`src/rtl/sklansky_mp_add_seq_if.sv`:
```
`default_nettype none
// ============================================================================
// Module      : sklansky_mp_add_seq_if
// Description : Operand/result handshake bundle for sklansky_mp_add_seq.
//               Operand side: in_valid/in_ready, in_a, in_b, in_cin, in_sub.
//               Result side : out_valid/out_ready, out_sum, out_cout, out_zero.
//               master = producer/consumer (bench), slave = the sequencer.
// Revision    : 1.0 - initial release
// ============================================================================
interface sklansky_mp_add_seq_if #(
  parameter int WIDTH  = 64,
  parameter int NWORDS = 4
);
  localparam int TW = WIDTH * NWORDS;

  logic          in_valid;
  logic          in_ready;
  logic [TW-1:0] in_a;
  logic [TW-1:0] in_b;
  logic          in_cin;
  logic          in_sub;
  logic          out_valid;
  logic          out_ready;
  logic [TW-1:0] out_sum;
  logic          out_cout;
  logic          out_zero;

  modport master (
    output in_valid, in_a, in_b, in_cin, in_sub, out_ready,
    input  in_ready, out_valid, out_sum, out_cout, out_zero
  );

  modport slave (
    input  in_valid, in_a, in_b, in_cin, in_sub, out_ready,
    output in_ready, out_valid, out_sum, out_cout, out_zero
  );
endinterface
`default_nettype wire

```
`src/rtl/sklansky_mp_add_seq.sv`:
```
`default_nettype none
// ============================================================================
// Module      : Sklansky_adder
// Description : WIDTH-bit parallel-prefix (Sklansky) adder with carry in/out.
//               Ports: a, b, cin -> sum, cout.
// Revision    : 1.0 - initial release
// ============================================================================
module Sklansky_adder #(
  parameter int WIDTH = 64
) (
  input  logic [WIDTH-1:0] a,
  input  logic [WIDTH-1:0] b,
  input  logic             cin,
  output logic [WIDTH-1:0] sum,
  output logic             cout
);
  localparam int LEVELS = (WIDTH > 1) ? $clog2(WIDTH) : 1;

  logic [WIDTH-1:0] g;
  logic [WIDTH-1:0] p;
  logic [WIDTH-1:0] p_bit;
  logic [WIDTH-1:0] carry_in;

  always_comb begin
    p_bit = a ^ b;
    g     = a & b;
    p     = p_bit;
    // Fold carry-in into bit 0 so every prefix group starting at bit 0 is
    // a complete carry-out term.
    g[0]  = g[0] | (p[0] & cin);
    for (int l = 0; l < LEVELS; l++) begin
      for (int i = 0; i < WIDTH; i++) begin
        if (((i >> l) & 1) != 0) begin
          // j is the top bit of the neighbouring lower block; its own bit l
          // is clear so it is not rewritten at this level (in-place safe).
          g[i] = g[i] | (p[i] & g[((i >> l) << l) - 1]);
          p[i] = p[i] & p[((i >> l) << l) - 1];
        end
      end
    end
    carry_in = {g[WIDTH-2:0], cin};
    sum      = p_bit ^ carry_in;
    cout     = g[WIDTH-1];
  end
endmodule

// ============================================================================
// Module      : sklansky_mp_add_seq
// Description : Multi-precision add/subtract sequencer. One WIDTH-bit Sklansky
//               slice is reused over NWORDS cycles (LSW first) with the carry
//               held in a register, giving a WIDTH*NWORDS-bit result.
//               Ports: clk, rst (async, active-high), bus (slave modport of
//               sklansky_mp_add_seq_if), busy (state != IDLE).
// Revision    : 1.0 - initial release
// ============================================================================
module sklansky_mp_add_seq #(
  parameter int WIDTH  = 64,
  parameter int NWORDS = 4
) (
  input  logic                  clk,
  input  logic                  rst,
  sklansky_mp_add_seq_if.slave  bus,
  output logic                  busy
);
  localparam int TW   = WIDTH * NWORDS;
  localparam int IDXW = (NWORDS > 2) ? $clog2(NWORDS) : 1;
  localparam logic [IDXW-1:0] LAST_IDX = IDXW'(NWORDS - 1);

  typedef enum logic [1:0] {
    IDLE = 2'd0,
    RUN  = 2'd1,
    DONE = 2'd2
  } state_t;

  state_t          state_q, state_d;
  logic [IDXW-1:0] idx_q, idx_d;
  logic            carry_q, carry_d;
  logic [TW-1:0]   a_q, a_d;
  logic [TW-1:0]   b_q, b_d;
  logic [TW-1:0]   res_q, res_d;

  logic [WIDTH-1:0] slice_a;
  logic [WIDTH-1:0] slice_b;
  logic [WIDTH-1:0] slice_sum;
  logic             slice_cout;

  assign slice_a = a_q[idx_q*WIDTH +: WIDTH];
  assign slice_b = b_q[idx_q*WIDTH +: WIDTH];

  Sklansky_adder #(.WIDTH(WIDTH)) u_slice (
    .a    (slice_a),
    .b    (slice_b),
    .cin  (carry_q),
    .sum  (slice_sum),
    .cout (slice_cout)
  );

  always_ff @(posedge clk or posedge rst) begin
    if (rst) begin
      state_q <= IDLE;
      idx_q   <= '0;
      carry_q <= 1'b0;
      a_q     <= '0;
      b_q     <= '0;
      res_q   <= '0;
    end else begin
      state_q <= state_d;
      idx_q   <= idx_d;
      carry_q <= carry_d;
      a_q     <= a_d;
      b_q     <= b_d;
      res_q   <= res_d;
    end
  end

  always_comb begin
    state_d = state_q;
    idx_d   = idx_q;
    carry_d = carry_q;
    a_d     = a_q;
    b_d     = b_q;
    res_d   = res_q;
    case (state_q)
      IDLE: begin
        if (bus.in_valid && bus.in_ready) begin
          // Subtract is A + ~B + ~borrow: invert B and the incoming carry.
          a_d     = bus.in_a;
          b_d     = bus.in_b ^ {TW{bus.in_sub}};
          carry_d = bus.in_cin ^ bus.in_sub;
          idx_d   = '0;
          state_d = RUN;
        end
      end
      RUN: begin
        res_d[idx_q*WIDTH +: WIDTH] = slice_sum;
        carry_d = slice_cout;
        if (idx_q == LAST_IDX) begin
          state_d = DONE;
        end else begin
          idx_d = idx_q + 1'b1;
        end
      end
      DONE: begin
        if (bus.out_ready) begin
          state_d = IDLE;
        end
      end
      default: state_d = IDLE;
    endcase
  end

  // in_ready depends only on state and rst, never on in_valid/out_ready.
  assign bus.in_ready  = (state_q == IDLE) && !rst;
  assign bus.out_valid = (state_q == DONE);
  assign bus.out_sum   = res_q;
  assign bus.out_cout  = carry_q;
  assign bus.out_zero  = (state_q == DONE) && (res_q == '0);
  assign busy          = (state_q != IDLE);
endmodule
`default_nettype wire

```
`src/flat_wrapper.sv`:
```
// flat-port wrapper written by rule: the top's interface ports become plain ports
module sklansky_mp_add_seq_flat 
#(
  parameter int WIDTH  = 64,
  parameter int NWORDS = 4
)
  (clk, rst, busy, bus_in_valid, bus_in_a, bus_in_b, bus_in_cin, bus_in_sub, bus_out_ready, bus_in_ready, bus_out_valid, bus_out_sum, bus_out_cout, bus_out_zero);
  sklansky_mp_add_seq_if #(.WIDTH(WIDTH), .NWORDS(NWORDS)) bus_i ();
  input  logic clk;
  input  logic rst;
  output logic busy;
  input wire logic [$bits(bus_i.in_valid)-1:0] bus_in_valid;
  input wire logic [$bits(bus_i.in_a)-1:0] bus_in_a;
  input wire logic [$bits(bus_i.in_b)-1:0] bus_in_b;
  input wire logic [$bits(bus_i.in_cin)-1:0] bus_in_cin;
  input wire logic [$bits(bus_i.in_sub)-1:0] bus_in_sub;
  input wire logic [$bits(bus_i.out_ready)-1:0] bus_out_ready;
  output wire logic [$bits(bus_i.in_ready)-1:0] bus_in_ready;
  output wire logic [$bits(bus_i.out_valid)-1:0] bus_out_valid;
  output wire logic [$bits(bus_i.out_sum)-1:0] bus_out_sum;
  output wire logic [$bits(bus_i.out_cout)-1:0] bus_out_cout;
  output wire logic [$bits(bus_i.out_zero)-1:0] bus_out_zero;
  assign bus_i.in_valid = bus_in_valid;
  assign bus_i.in_a = bus_in_a;
  assign bus_i.in_b = bus_in_b;
  assign bus_i.in_cin = bus_in_cin;
  assign bus_i.in_sub = bus_in_sub;
  assign bus_i.out_ready = bus_out_ready;
  assign bus_in_ready = bus_i.in_ready;
  assign bus_out_valid = bus_i.out_valid;
  assign bus_out_sum = bus_i.out_sum;
  assign bus_out_cout = bus_i.out_cout;
  assign bus_out_zero = bus_i.out_zero;
  sklansky_mp_add_seq #(.WIDTH(WIDTH), .NWORDS(NWORDS)) u_core (.clk(clk), .rst(rst), .bus(bus_i), .busy(busy));
endmodule
```
`config.mk`:
```
export PLATFORM = sky130hd
export DESIGN_NAME = sklansky_mp_add_seq_flat
export DESIGN_NICKNAME = d
export VERILOG_FILES = /design/src/rtl/sklansky_mp_add_seq_if.sv /design/src/rtl/sklansky_mp_add_seq.sv /design/src/flat_wrapper.sv
export SDC_FILE = /design/constraint.sdc
export NUM_CORES = 2
export LEC_CHECK = 0
export CAP_MARGIN = 30
export CORE_ASPECT_RATIO = 2
export CORE_MARGIN = 2
export CORE_UTILIZATION = 37
export DETAILED_ROUTE_END_ITERATION = 16
export MAX_ROUTING_LAYER = met4
export SYNTH_ARGS = -nofsm -noshare
export SYNTH_HDL_FRONTEND = slang
export SYNTH_SLANG_ARGS = --single-unit
```
`constraint.sdc`:
```
create_clock -name clk -period 60.4 [get_ports clk]
set_input_delay 12.08 -clock clk [delete_from_list [all_inputs] [get_ports clk]]
set_output_delay 12.08 -clock clk [all_outputs]
set_load 0.005 [all_outputs]
```
Yosys cells after proc, flatten, opt, wreduce, memory -nomap -nowiden. Index checks and enable logic that the tools add are counted.

Register bits: 773. Input bits: 518. Logic and storage cells: 561.

Add/sub/neg operators: 2. Eq/ne operators: 7. Shift-type cells: 4. Mux-type cells: 10. Bitwise logic cells: 520. Reductions and logical operators: 12.

Operator list (count): indexed part select 256 x 9 -> 64 bit (2); AND 1 bit (322); bitwise mux 256 bit (1); zero test 256 bit (1); variable shift 64 x 34 -> 256 bit, first input constant (1); indexed part select 64 x 34 -> 256 bit (1); XOR 256 bit (1); OR 1 bit (193); XOR 64 bit (2); AND 64 bit (1); negator 8 -> 34 bit (1); 2-to-1 mux 2 bit (5); case mux 2 bit (3 select lines) (1); AND reduction 3 bit (2); == test 2 bit, second input constant (2); inequality test 2 x 1 -> 1 bit, second input constant (2); inequality test 2 bit, second input constant (2); case mux 2 bit (2 select lines) (1); AND reduction 2 bit (2); nonzero test 2 bit (2); logical AND 1 bit (3); adder 2 x 1 -> 2 bit, second input constant (1); == test 2 x 1 -> 1 bit, second input constant (1); zero test 2 bit (1); other kinds (4) (4).

Depth between registers and ports, before layout.
Depth in word-level cells: 19. Mapped depth: 16. Mapped depth without buffers: 13.

By module. From an unflattened synthesis, not the netlist that was laid out.

Cell total of the unflattened synthesis: 3387. Area, all modules: 36526.3 sq um.

Modules (own cells, without submodules): sklansky_mp_add_seq (instances 1, cells an instance 3044, area each 33812.4 sq um, sequential area each 19343.6 sq um); Sklansky_adder (instances 1, cells an instance 343, area each 2713.9 sq um, sequential area each 0.0 sq um).

Least setup slack after synthesis. OpenSTA, ideal clock, no wires.

Path kind: input port to output port. Start point: in rst. End point: out bus_in_ready. Arrival: 12.236 ns. Slack: 36.084 ns. Cell stages on the path: 1. Path buffers: 0. Cells stage by stage: nor2_1.

Word-level cells in the longest chain between the ends: 2.

Ends and longest elaborated chain: from (decl) (line flat_wrapper.sv:10) `input logic rst;`; zero test 1 bit (no line); logical AND 1 bit (line sklansky_mp_add_seq.sv:153) `assign bus.in_ready = (state_q == IDLE) && !rst;`; to (decl) (line flat_wrapper.sv:18) `output wire logic [$bits(bus_i.in_ready)-1:0] bus_in_ready;`.

No other way between the ends.

Worst setup path after layout. Ends and elaborated chain as after synthesis.

==> results.md <==
Synth:
- Counting flops and latches in the post-synthesis netlist gives 773.
- The async set-or-reset flop fraction in the synthesized netlist is 100%.
- The area share of the largest cell type after synthesis is between 50% and 60%.
- Counting every net in the synthesized netlist gives 4078.
- The count of yosys warnings during synthesis is 0.
- In this run, distinct cell masters in the synthesized netlist total 58.
- In the post-synthesis netlist, the biggest area contributors are dfrtp_1 (53%), nand2_1 (12%), mux4_2 (7.9%).
- The most instantiated flip-flop cell in the synthesis netlist is dfrtp_1.
- The per-instance average area after synthesis is 10.4 µm².
- For this run, the register share of the synthesized area comes to 53.3%.
- The most area-hungry cell type in the Yosys netlist is dfrtp_1.
- Summing every instance area after synthesis gives ~36000 µm².
- The number of flops mapped to enable cells by yosys is 0.
- The gate count after technology mapping is 3485.

Place:
- Before CTS, the worst setup slack after placement is around 35000 ps.
- The count of buffers added on input and output ports is 778.
- The routability congestion estimate from global placement is 0.964.
- The HPWL after detailed placement is 102000 µm.
- The standard cell area after detailed placement is 45400 µm².

Clock tree:
- Post-CTS timing repair inserted 0 buffers for setup.
- In this run, CTS created clock tree buffers numbering 74.
- Buffers inserted to repair hold after CTS numbered 0.
- The total of cells resized after clock tree synthesis is 0.
- The root cell of the clock tree is clkbuf_16.
- The total number of H-tree levels is 3.
- The later pin in the worst-skew pair is clocked with a latency of 680 ps.
- The largest buffer count on any clock path is 3.
- The clock net sink count is 773.
- TritonCTS built the clock tree.
- The register clock-pin slew on the reported worst setup and hold paths is 60 ps.

Power:
- In this run, the clock network consumes approximately 16% of the power.
- The leakage power of the design is 21.5 nW.
- Power spread over the standard cell area amounts to 64.1 nW/µm².
- The net switching power figure is 1.39 mW.
- The fraction of power consumed by sequential logic is 31.2%.
- In this run, the combinational gates consume 52.7% of the power.
- The net switching share of the total power is 45.1%.
- The internal power summed over all cells is between 1.5 and 2 mW.
- Summing internal, switching and leakage power gives 3.09 mW.
- The maximum VDD drop is approximately 0.039 mV.

Final layout:
- The area overhead of the layout relative to synthesis is 32.8%.
- The area of all placed cells without fillers is 48200 µm².
- The layout cell share with drive strength beyond 1 is a little over 8%.
- For this run, the post-layout net count is 4770.
- Counting the fill cells in the layout gives 9106.
- In the layout the commonest cells are nand2_1 (1117), clkdlybuf4s50_1 (777), dfrtp_1 (771).
- Leaving out fill and tap cells, the most frequent cell in the layout is nand2_1.

Hold path:
- The tightest min-delay check is of the flop to flop type.

Global route:
- The wire length of the first global-routing pass is 194000 µm.
- The overall routing resource usage is 27.2%.
- The number of antenna violations at the first check in global routing is 34.
- After global routing the overflow that remains totals 0.
- Entering global routing, the biggest net connects 291 pins.
- The via count of the first global-routing pass came to around 29000.

STA:
- The post-route setup TNS is 0 ps.
- Measured against its own limit, the worst slew margin works out to 12.3%.
- Hold timing on the final database bottoms out at a slack of between 400 and 500 ps.
- Setup repair after global routing left no endpoint under its margin.
- The highest achievable clock rate is ~0.039 GHz.
- Across the routed clock network, the largest skew measured is 36.0 ps.
- The hold violation count in the final report is 0.
- The max-slew violation total from the final report is 0.
- The smallest setup slack after layout is 34860 ps.
- Of the available clock period, the critical path in the final layout requires 42.3%.
- The total setup violations reported at the end of the flow is 0.
- For the pin with the worst max-slew slack, the measured transition is approximately 1300 ps.
- The worst path needs 25540 ps of the cycle, external delays included.

Die:
- The die boundary width is 226 µm.
- For this configuration, the core starts out at a cell density of 37.3%.
- In this run the core area contains around 160 standard-cell rows.
- The die outline area is roughly 100000 µm².
- In this run the vertical extent of the chip is 447 µm.
- The core region is a little under 100000 µm².
- The I/O pin total is 779.

Critical path:
- The kind of critical path is input port to output pin.
- Traced cell by cell, the critical path runs through clkdlybuf4s50_1 -> nor2_1 -> clkdlybuf4s50_1.
- The endpoint kind of the worst setup timing path is an output pin.
- The longest individual stage delay on the worst path is between 500 and 600 ps.
- For the worst setup path, the data arrival time is about 13000 ps.
- By instance count, the cell type seen most on the critical path is clkdlybuf4s50_1.
- The largest fanout on the critical path is 3.
- The critical path startpoint category is an input port.
- The critical path data required time is 48320 ps.
- The library cell contributing the largest single delay on the critical path is clkdlybuf4s50_1.

Detailed routing:
- After detailed routing, the average wire length per cell comes to 24.3 µm.
- The remaining routing DRC violations is 0.
- The routed layout has 29200 vias.
- The per-cell via count in the routed design is 5.31.
- The first routing iteration left 2282 violations.
- The pre-antenna-repair detailed-routing pass consisted of 7 iterations.
- The count of nets left with antenna violations once routing finished came out at 0.
- The routed design has 134000 µm of wire.

Job:
- Across the run, the number of max-cap violations was 0.

Status:
- The flow ran to the end, and the final reports show no timing, DRC or antenna violations.
[critical path, delay by kind of cell]
kind / cells / cell delay, ps
and+or+nand+nor: 1 / 300
buffers and inverters: 2 / 1070
[stage by stage]
stage	instances	util (%)
2_1_floorplan	3485	-
3_3_place_gp	5307	46.5
3_5_place_dp	5319	46.6
4_1_cts	5456	49.3
5_1_grt	5501	49.5
6_report	5501	49.5
[power groups by stage]
stage	Clock (mW)	Sequential [mW]	Combinational, mW
floorplan	0	0.890	0.872
global placement	0	0.958	1.56
detailed placement	0	0.970	1.60
CTS	0.509	0.961	1.61
global route	0.528	0.988	1.74
finish	0.498	0.964	1.63
[per-layer routing]
metal,share of wire [%],track usage [%],vias to the layer above
met5,0,-,-
met4,6.7,17.8,0
met3,6.1,5.30,252
met2,48,42.4,1194
met1,40,32.1,14400
li1,-,-,13400
[final cells by class]
cell class	instances	area, µm²	area share, %
clock buffer	108	2170	4.50
timing repair buffer	843	8460	17.6
antenna	33	82.6	0.171
tap	1230	1540	3.19
multi-input combinational	2456	16100	33.3
inverter	29	116	0.241
sequential	773	19400	40.1
clock inverter	29	405	0.841
[path summary, 6_finish.rpt]
check,end,startpoint,cells past startpoint,slack (ps)
max,bus_in_ready,rst,3,34860
min,u_core.a_q[142]$_DFFE_PP0P_,u_core.a_q[142]$_DFFE_PP0P_,2,470
max reg2reg,u_core.bus.out_sum[249]$_DFFE_PP0P_,u_core.idx_q[0]$_DFFE_PP0P_,13,54310
min reg2reg,u_core.a_q[142]$_DFFE_PP0P_,u_core.a_q[142]$_DFFE_PP0P_,2,470
max in group asynchronous,u_core.bus.out_sum[103]$_DFFE_PP0P_,rst,5,46180
min in group asynchronous,u_core.bus.out_sum[190]$_DFFE_PP0P_,rst,2,11720
[cells by family (layout without fill, tap and decap cells)]
logic type	after synthesis	after routing	share of synthesized area [%]
mux	130	130	8.00
other cells	0	33	0
compound gates	652	652	11.7
fa+ha+maj	75	75	2.73
flops	773	773	53.3
xor+xnor	299	299	7.21
buf+inv	256	1009	2.65
simple gates	1300	1300	14.5
[sequential cells by signal (all words and copies together), names as in the netlist]
signal               count
u_core.idx_q             2
u_core.state_q           2
u_core.bus.out_cout      1
u_core.bus.out_sum     256
u_core.b_q             256
u_core.a_q             256
[synth_stat cells, types with 8 or more instances]
master	number
dfrtp_1	773
nand3_1	9
clkbuf_1	203
a21oi_1	36
inv_1	29
a22o_1	174
ha_1	68
nor3_1	11
a21o_1	17
nor4_1	67
buf_1	23
xnor2_1	283
and2_1	8
nand4_1	26
mux4_2	128
o21a_1	11
nor2_1	25
o21ai_0	344
a31oi_1	11
xor2_1	16
o31ai_1	12
nand2_1	1122
(Power assumes the default switching activity.)
